<file path="config.mk">
export PLATFORM = sky130hd
export DESIGN_NAME = wrr_vchanel_scheduler_flat
export DESIGN_NICKNAME = d
export VERILOG_FILES = /design/src/rtl/wrr_vchanel_scheduler_if.sv /design/src/rtl/wrr_vchanel_scheduler.sv /design/src/flat_wrapper.sv
export SDC_FILE = /design/constraint.sdc
export NUM_CORES = 1
export LEC_CHECK = 0
export CORE_MARGIN = 10
export CORE_UTILIZATION = 50
export DETAILED_ROUTE_END_ITERATION = 16
export DONT_BUFFER_PORTS = 1
export GPL_TIMING_DRIVEN = 1
export PLACE_DENSITY = 0.76
export SYNTH_ARGS = -nofsm -noshare
export SYNTH_HDL_FRONTEND = slang
export SYNTH_SLANG_ARGS = --single-unit
</file>
<file path="constraint.sdc">
create_clock -name clk -period 7.3 [get_ports clk]
set_clock_uncertainty 0.15 [all_clocks]
set_input_delay 0.73 -clock clk [delete_from_list [all_inputs] [get_ports clk]]
set_output_delay 0.73 -clock clk [all_outputs]
set_load 0.02 [all_outputs]
</file>
<file path="src/rtl/wrr_vchanel_scheduler_if.sv">
// rtl/wrr_vchanel_scheduler_if.sv - VC FIFO status, weights and grant outputs of the WRR scheduler
interface wrr_vchanel_scheduler_if #(
  parameter int WEIGHT_W = 4
);
  logic                enb;
  logic                empty_vchanel0;
  logic                empty_vchanel1;
  logic                empty_vchanel2;
  logic                empty_vchanel3;
  logic                almost_full_out;
  logic [WEIGHT_W-1:0] weight0;
  logic [WEIGHT_W-1:0] weight1;
  logic [WEIGHT_W-1:0] weight2;
  logic [WEIGHT_W-1:0] weight3;
  logic [1:0]          arbiter;
  logic                pop_vchanel0;
  logic                pop_vchanel1;
  logic                pop_vchanel2;
  logic                pop_vchanel3;
  logic                valid_out;

  modport master (
    input  enb, empty_vchanel0, empty_vchanel1, empty_vchanel2, empty_vchanel3,
    input  almost_full_out, weight0, weight1, weight2, weight3,
    output arbiter, pop_vchanel0, pop_vchanel1, pop_vchanel2, pop_vchanel3, valid_out
  );

  modport slave (
    output enb, empty_vchanel0, empty_vchanel1, empty_vchanel2, empty_vchanel3,
    output almost_full_out, weight0, weight1, weight2, weight3,
    input  arbiter, pop_vchanel0, pop_vchanel1, pop_vchanel2, pop_vchanel3, valid_out
  );
endinterface

</file>
<file path="src/rtl/wrr_vchanel_scheduler.sv">
// rtl/wrr_vchanel_scheduler.sv - weighted round-robin pop scheduler for four VC FIFOs
// Optional per-channel saturating pop counters when WRR_STATS_EN is defined.
module wrr_vchanel_scheduler #(
  parameter int WEIGHT_W = 4,
  parameter int NUM_VC   = 4
) (
  input  logic clk,
  input  logic rst,
  wrr_vchanel_scheduler_if.master bus
`ifdef WRR_STATS_EN
  ,
  output logic [7:0] pop_cnt_vchanel0,
  output logic [7:0] pop_cnt_vchanel1,
  output logic [7:0] pop_cnt_vchanel2,
  output logic [7:0] pop_cnt_vchanel3
`endif
);

  typedef enum logic {IDLE, GRANT} state_t;

  state_t              state_q, state_d;
  logic [1:0]          ptr_q, ptr_d;
  logic [WEIGHT_W-1:0] credit_q, credit_d;
  logic                valid_q;

  logic [NUM_VC-1:0]   empty;
  logic [NUM_VC-1:0]   eligible;
  logic [NUM_VC-1:0]   pop;
  logic [WEIGHT_W-1:0] weight [NUM_VC];
  logic [1:0]          next_ch;
  logic                any_elig;
  logic                grant_pop;
  logic                rotate;

  assign empty     = {bus.empty_vchanel3, bus.empty_vchanel2, bus.empty_vchanel1, bus.empty_vchanel0};
  assign weight[0] = bus.weight0;
  assign weight[1] = bus.weight1;
  assign weight[2] = bus.weight2;
  assign weight[3] = bus.weight3;

  always_comb begin
    for (int i = 0; i < NUM_VC; i++) begin
      eligible[i] = !empty[i] && (weight[i] != '0);
    end
  end

  // Descending scan so the nearest channel after ptr wins; offset NUM_VC wraps to ptr itself.
  always_comb begin
    next_ch  = ptr_q;
    any_elig = 1'b0;
    for (int k = NUM_VC; k >= 1; k--) begin
      if (eligible[ptr_q + 2'(k)]) begin
        next_ch  = ptr_q + 2'(k);
        any_elig = 1'b1;
      end
    end
  end

  assign grant_pop = bus.enb && rst && (state_q == GRANT) && !empty[ptr_q] &&
                     (credit_q != '0) && !bus.almost_full_out;
  assign pop       = grant_pop ? ({{(NUM_VC-1){1'b0}}, 1'b1} << ptr_q) : '0;

  always_comb begin
    state_d  = state_q;
    ptr_d    = ptr_q;
    credit_d = credit_q;
    rotate   = 1'b0;
    if (bus.enb) begin
      case (state_q)
        IDLE: begin
          if (any_elig) begin
            state_d  = GRANT;
            ptr_d    = next_ch;
            credit_d = weight[next_ch];
          end
        end
        GRANT: begin
          if (grant_pop) begin
            credit_d = credit_q - WEIGHT_W'(1);
          end
          // An emptied channel forfeits the rest of its turn, even under backpressure.
          rotate = (grant_pop && (credit_q == WEIGHT_W'(1))) || empty[ptr_q];
          if (rotate) begin
            if (any_elig) begin
              ptr_d    = next_ch;
              credit_d = weight[next_ch];
            end else begin
              state_d  = IDLE;
              credit_d = '0;
            end
          end
        end
        default: state_d = IDLE;
      endcase
    end
  end

  always_ff @(posedge clk) begin
    if (!rst) begin
      state_q  <= IDLE;
      ptr_q    <= 2'd0;
      credit_q <= '0;
      valid_q  <= 1'b0;
    end else begin
      state_q  <= state_d;
      ptr_q    <= ptr_d;
      credit_q <= credit_d;
      valid_q  <= |pop;
    end
  end

  assign bus.arbiter      = ptr_q;
  assign bus.valid_out    = valid_q;
  assign bus.pop_vchanel0 = pop[0];
  assign bus.pop_vchanel1 = pop[1];
  assign bus.pop_vchanel2 = pop[2];
  assign bus.pop_vchanel3 = pop[3];

`ifdef WRR_STATS_EN
  logic [7:0] pop_cnt [NUM_VC];

  always_ff @(posedge clk) begin
    if (!rst) begin
      for (int i = 0; i < NUM_VC; i++) pop_cnt[i] <= 8'd0;
    end else begin
      for (int i = 0; i < NUM_VC; i++) begin
        if (pop[i] && (pop_cnt[i] != 8'hFF)) pop_cnt[i] <= pop_cnt[i] + 8'd1;
      end
    end
  end

  assign pop_cnt_vchanel0 = pop_cnt[0];
  assign pop_cnt_vchanel1 = pop_cnt[1];
  assign pop_cnt_vchanel2 = pop_cnt[2];
  assign pop_cnt_vchanel3 = pop_cnt[3];
`endif

endmodule

</file>
<file path="src/flat_wrapper.sv">
// flat-port wrapper written by rule: the top's interface ports become plain ports
module wrr_vchanel_scheduler_flat 
#(
  parameter int WEIGHT_W = 4,
  parameter int NUM_VC   = 4
)
  (clk, rst, bus_enb, bus_empty_vchanel0, bus_empty_vchanel1, bus_empty_vchanel2, bus_empty_vchanel3, bus_almost_full_out, bus_weight0, bus_weight1, bus_weight2, bus_weight3, bus_arbiter, bus_pop_vchanel0, bus_pop_vchanel1, bus_pop_vchanel2, bus_pop_vchanel3, bus_valid_out);
  wrr_vchanel_scheduler_if #(.WEIGHT_W(WEIGHT_W)) bus_i ();
  input  logic clk;
  input  logic rst;
  input wire logic [$bits(bus_i.enb)-1:0] bus_enb;
  input wire logic [$bits(bus_i.empty_vchanel0)-1:0] bus_empty_vchanel0;
  input wire logic [$bits(bus_i.empty_vchanel1)-1:0] bus_empty_vchanel1;
  input wire logic [$bits(bus_i.empty_vchanel2)-1:0] bus_empty_vchanel2;
  input wire logic [$bits(bus_i.empty_vchanel3)-1:0] bus_empty_vchanel3;
  input wire logic [$bits(bus_i.almost_full_out)-1:0] bus_almost_full_out;
  input wire logic [$bits(bus_i.weight0)-1:0] bus_weight0;
  input wire logic [$bits(bus_i.weight1)-1:0] bus_weight1;
  input wire logic [$bits(bus_i.weight2)-1:0] bus_weight2;
  input wire logic [$bits(bus_i.weight3)-1:0] bus_weight3;
  output wire logic [$bits(bus_i.arbiter)-1:0] bus_arbiter;
  output wire logic [$bits(bus_i.pop_vchanel0)-1:0] bus_pop_vchanel0;
  output wire logic [$bits(bus_i.pop_vchanel1)-1:0] bus_pop_vchanel1;
  output wire logic [$bits(bus_i.pop_vchanel2)-1:0] bus_pop_vchanel2;
  output wire logic [$bits(bus_i.pop_vchanel3)-1:0] bus_pop_vchanel3;
  output wire logic [$bits(bus_i.valid_out)-1:0] bus_valid_out;
  assign bus_i.enb = bus_enb;
  assign bus_i.empty_vchanel0 = bus_empty_vchanel0;
  assign bus_i.empty_vchanel1 = bus_empty_vchanel1;
  assign bus_i.empty_vchanel2 = bus_empty_vchanel2;
  assign bus_i.empty_vchanel3 = bus_empty_vchanel3;
  assign bus_i.almost_full_out = bus_almost_full_out;
  assign bus_i.weight0 = bus_weight0;
  assign bus_i.weight1 = bus_weight1;
  assign bus_i.weight2 = bus_weight2;
  assign bus_i.weight3 = bus_weight3;
  assign bus_arbiter = bus_i.arbiter;
  assign bus_pop_vchanel0 = bus_i.pop_vchanel0;
  assign bus_pop_vchanel1 = bus_i.pop_vchanel1;
  assign bus_pop_vchanel2 = bus_i.pop_vchanel2;
  assign bus_pop_vchanel3 = bus_i.pop_vchanel3;
  assign bus_valid_out = bus_i.valid_out;
  wrr_vchanel_scheduler #(.WEIGHT_W(WEIGHT_W), .NUM_VC(NUM_VC)) u_core (.clk(clk), .rst(rst), .bus(bus_i));
endmodule
</file>
==> results of run 1 <==
[final cells by class]
cell class | instances | area [um^2]
Clock buffer | 3 | 22.5
Fill cell | 203 | 883
Inverter | 8 | 30.0
Multi-Input combinational cell | 102 | 792
Sequential cell | 8 | 160
Tap cell | 27 | 33.8
[placed cells by master (no fill, tap or decap), drive strengths merged, types with 4 or more instances in the layout]
cell,Yosys,final
a211o,4,4
a31oi,4,4
and2,5,5
dfxtp,8,8
ha,6,6
inv,8,8
nand2,4,4
nor2,5,5
nor4,5,5
o21ai,7,7
or2,4,4
or4,4,4
[metal layers]
metal | GRT usage (%) | vias up | share of wire, % | wire length (um)
met4 | 7.22 | 0 | 0.20 | 6
met5 | 0 | - | 0 | 0
met1 | 14.8 | 485 | 37 | 1110
met2 | 24.1 | 64 | 51 | 1520
met3 | 4.12 | 2 | 11 | 322
li1 | - | 503 | - | -
[worst max-delay path by stage]
stage / start / end / slack (ns)
2_1_floorplan: u_core.bus.arbiter[0] / u_core.credit_q[3] / 4.23
3_3_place_gp: u_core.bus.arbiter[1] / u_core.credit_q[3] / 4.14
3_5_place_dp: u_core.bus.arbiter[1] / u_core.credit_q[3] / 4.07
4_1_cts: u_core.bus.arbiter[1] / u_core.credit_q[3] / 4.07
5_1_grt: u_core.bus.arbiter[1] / u_core.credit_q[3] / 3.93
6_report: u_core.bus.arbiter[1] / u_core.credit_q[3] / 4.05
[kinds of logic after synthesis]
logic type,count (synthesis)
and+or+nand+nor,46
AOI/OAI and AO/OA,46
muxes,3
buffers and inverters,10
xor gates and xnor gates,1
adders and majority gates,6
DFF,8
[registers in the layout (all words and copies together), names as in the netlist]
| name | flops |
|---|---|
| u_core.bus.valid_out | 1 |
| u_core.credit_q | 4 |
| u_core.bus.arbiter | 2 |
| u_core.state_q | 1 |
[power by group]
group	internal [mW]	switching, mW
clock network	0.0188	0.0146
logic	0.0470	0.0484
registers	0.0499	0.0120
total	0.116	0.0750
[worst register-to-register path, delay by kind of cell, from the launching register on]
family	cells	cell delay, ns
flip-flops	1	0.73
AO/OA/AOI/OAI	3	0.83
buffers and inverters	1	0.22
AND/OR/NAND/NOR	1	0.38
multiplexers	1	0.42
adder cells (fa/ha/maj)	1	0.39
[stage by stage]
stage	power, mW	std cells
finish	0.191	148
global route	0.206	148
CTS	0.190	148
detailed placement	0.157	145
global placement	0.153	145
floorplan	0.139	120
==> results.cfg, run 1 <==
[timing]
slew_violations = 0
min_period_ns = 3.25
hold_viol_final = 0
finalCritPeriodShare_pct = 44.5
relSlewSlack_pct = 44.7
final-setup-viol-count = 0
rsz0062_at_grt = false
tightest_slew_ns = 0.822
max_freq_mhz = 308
setup_slack_ns = 4.05
tns_ns = 0
whs_ns = 0.422

[floorplanning]
die_w_um = 64.5
die_h_um = 64.5
core_area_um2 = 1920
pin_count = 31
die_area_um2 = 4160
start_util_pct = 51.6
rows = 16

[worst_setup_path]
crit_required_ns = 7.29
worst_path_max_delay_cell = dfxtp_1
path_buf_inv = 1
crit_fanout = 14
critPathArrivalTime_ns = 3.24
critical-path-max-stage-delay_ns = 0.73
crit_chain = inv_1 -> ha_1 -> or3_1 -> a32o_2 -> a22o_4 -> mux4_2 -> a211o_1
end_kind = flop
rr_startpoint = u_core.bus.arbiter[1]
cp_num_cells = 7
cp-start-kind = flop
cpLargestDelayFamily = compound AO/OA/AOI/OAI gates
r2r_cells = 7
criticalPathCategory = flop to flop
reg2reg_to = u_core.credit_q[3]
r2r_setup_slack_ns = 4.05

[yosys]
synth_warnings = 0
synth_enable_flop_cells = 0
synth_fa_ha_area_share_pct = 7.58
synthesis.nets = 150
synth_common_cells = dfxtp_1, inv_1, o21ai_0
ys_seq_area_share_pct = 16.2
syn_inst = 120
synthTopCellsByArea = dfxtp_1, ha_1, mux4_2
ys_async_sr_fraction_pct = 0
netlist.top_cell.by_area = dfxtp_1
ys.flop_type = dfxtp_1
ys_ff_latch = 8
synth_top_family_by_area = compound AO/OA/AOI/OAI gates
synth-simple-area-share_pct = 28.5
synth-compound-area-share_pct = 35.7
synth_area_um2 = 991
synth-xor-area-share_pct = 0.884
synth_top_area_share_pct = 16.2
synth_mux_area_share_pct = 7.20
avgSynthCellArea_um2 = 8.26
synthDistinctLibCells = 50

[grt]
antenna_found_initial = 0
grt_pass1_vias = 995
grt_remaining_overflow = 0
grtUsageTotal_pct = 13.9
grt_max_degree = 15
grt_pass1_wl_mm = 4.82

[placement]
routabilityCongestion = 0.902
port_buffers = 0
hpwl_mm = 2.46
pre_cts_ws_ns = 4.07
placed_area_um2 = 1020

[clock_network]
cts.sinks = 8
cts_buffer_depth = 2
cts-buffers-inserted = 3
clk_latency_ns = 0.25
cts-htree-levels = 1
post_cts_buffers = 0
cts_tree = done
hold_buffers = 0
root_buffer = clkbuf_4
clk_pin_slew_worst_paths_ns = 0.05
cts.repair.resized = 0

[route]
vias = 1054
drt-total-wl_mm = 2.96
first_iter_violations = 59
dr.pass1.iters = 4
antenna_left = 0
wl_per_cell_um = 20.0
via_per_inst = 7.12
drc = 0

[worst_hold_path]
whs_endpoint = u_core.state_q
hold_path.class = primary input to flop
hold_start = bus_enb
hold_depth = 1

[pwr]
vdd_ir_drop_max_uv = 91.3
p_leak_nw = 0.403
cellPowerDensity_nw_per_um2 = 184

[final_layout]
syn_to_final_growth_pct = 4.80
postLayoutCoreUtil_pct = 54.0
drive_gt1_share_pct = 13.2
diodes = 0
design_area_um2 = 1040
nets = 153

[run]
max_cap_violations = 0

[run_status]
status = finished clean
Power figures use the tool's default switching activity.
==> run 2, diff against run 1 <==
Settings changed: PLACE_DENSITY 0.76 to 0.79.
Clock period 7.3 ns to 2.8 ns, I/O delays scaled along.
==> results.cfg, run 2 (same netlist as run 1, synthesis figures left out) <==
[placement]
port_buffers = 0
pre_cts_ws_ns = 0.189
hpwl_mm = 2.54
routabilityCongestion = 0.996

[timing]
rsz0062_at_grt = false
hold_viol_final = 0
finalCritPeriodShare_pct = 91.0
max_freq_mhz = 392
slew_violations = 0
min_period_ns = 2.55
final-setup-viol-count = 0
tightest_slew_ns = 0.666
setup_slack_ns = 0.251
relSlewSlack_pct = 55.2
tns_ns = 0

[clock_network]
root_buffer = clkbuf_4
cts.repair.resized = 0
cts.sinks = 8
clk_latency_ns = 0.26
post_cts_buffers = 0
cts_buffer_depth = 2
cts-buffers-inserted = 3
cts-htree-levels = 1
clk_pin_slew_worst_paths_ns = 0.05
cts_tree = done

[route]
dr.pass1.iters = 4
drc = 0
vias = 1090
drt-total-wl_mm = 3.12
first_iter_violations = 75
wl_per_cell_um = 19.7
via_per_inst = 6.90
antenna_left = 0

[pwr]
cellPowerDensity_nw_per_um2 = 468
p_leak_nw = 0.453
vdd_ir_drop_max_uv = 213

[floorplanning]
start_util_pct = 51.6
die_h_um = 64.5
pin_count = 31
die_w_um = 64.5
core_area_um2 = 1920
rows = 16
die_area_um2 = 4160

[worst_setup_path]
cp-start-kind = flop
crit_fanout = 11
crit_required_ns = 2.80
critPathLaunch = u_core.bus.arbiter[0]
criticalPathCategory = flop to flop
critical-path-max-stage-delay_ns = 0.53
endpoint = u_core.credit_q[3]
rr_startpoint = u_core.bus.arbiter[0]
r2r_cells = 7
crit_chain = buf_4 -> mux4_2 -> nand2b_1 -> a41o_1 -> a21boi_0 -> and3_1 -> a211o_1
critPathArrivalTime_ns = 2.55
r2r_setup_slack_ns = 0.25
end_kind = flop
worst_path_max_delay_cell = mux4_2
reg2reg_to = u_core.credit_q[3]

[final_layout]
largest_register = u_core.credit_q
nets = 163
drive_gt1_share_pct = 20.6
diodes = 0
largest_register_ffs = 4
syn_to_final_growth_pct = 14.4
final_cell_mix = inv_1, buf_4, o21ai_0, dfxtp_1
nFillCells = 176

[grt]
grtUsageTotal_pct = 15.4
grt_pass1_wl_mm = 5.26
grt_pass1_vias = 1113
antenna_found_initial = 0
grt_max_degree = 14
grt_remaining_overflow = 0

[worst_hold_path]
hold_path.class = primary input to flop

[run]
max_cap_violations = 0

[run_status]
status = finished clean
-- run 2: cell count changes in the layout (fill, tap and decap cells not counted) --
cell	before	now
buf_4	0	8
dfxtp_1	8	6
dfxtp_2	0	2
dlygate4sd3_1	0	2
ha_1	6	5
ha_4	0	1
-- run 2: worst min path at each step --
stage                       start                 end  cells past startpoint  slack (ns)
after floorplan           bus_enb      u_core.state_q                      1        0.23
after global placement    bus_enb      u_core.state_q                      1        0.23
after detailed placement  bus_enb      u_core.state_q                      1        0.25
after CTS                     rst  u_core.credit_q[2]                      2        0.01
after global routing          rst  u_core.credit_q[1]                      2        0.05
final                         rst  u_core.credit_q[2]                      2        0.02
-- run 2: worst max-delay path: cells and delay by family (launching register included) --
kind            cells  cell delay, ns
compound gates      3            0.77
buf+inv             1            0.20
flops               1            0.33
mux                 1            0.53
simple gates        2            0.45
-- run 2: layer usage --
layer / share of wire, % / global-route usage, %
met1: 39 / 16.3
met4: 2.7 / 9.36
met3: 9.2 / 5.33
met2: 49 / 25.7
met5: 0 / 0
-- run 2: metrics by stage --
stage / total power, mW / cells / hold slack [ns] / util (%) / cell area, um^2
3_3_place_gp: 0.424 / 153 / 0.232 / 56.8 / 1090
4_1_cts: 0.531 / 158 / 0.0122 / 59.0 / 1130
6_report: 0.531 / 158 / 0.0233 / 59.0 / 1130
2_1_floorplan: 0.371 / 120 / 0.230 / - / 1010
5_1_grt: 0.573 / 158 / 0.0532 / 59.0 / 1130
3_5_place_dp: 0.437 / 153 / 0.245 / 56.8 / 1090
-- run 2: cell type report --
cell class | instances | area, um^2 | area share (%)
Tap cell | 27 | 33.8 | 2.98
Inverter | 8 | 30.0 | 2.65
Sequential cell | 8 | 163 | 14.3
Clock buffer | 3 | 22.5 | 1.99
Timing Repair Buffer | 10 | 80.1 | 7.06
Multi-Input combinational cell | 102 | 805 | 71.0
-- run 2: timing repair --
action,CTS,global route
setup endpoints to repair,0,0
hold endpoints to repair,3,0
hold buffers,2,0
-- run 2: report_power, final --
group | switching (mW) | internal, mW
clock | 0.0405 | 0.0491
sequential | 0.0173 | 0.131
combinational | 0.150 | 0.143
total | 0.208 | 0.323
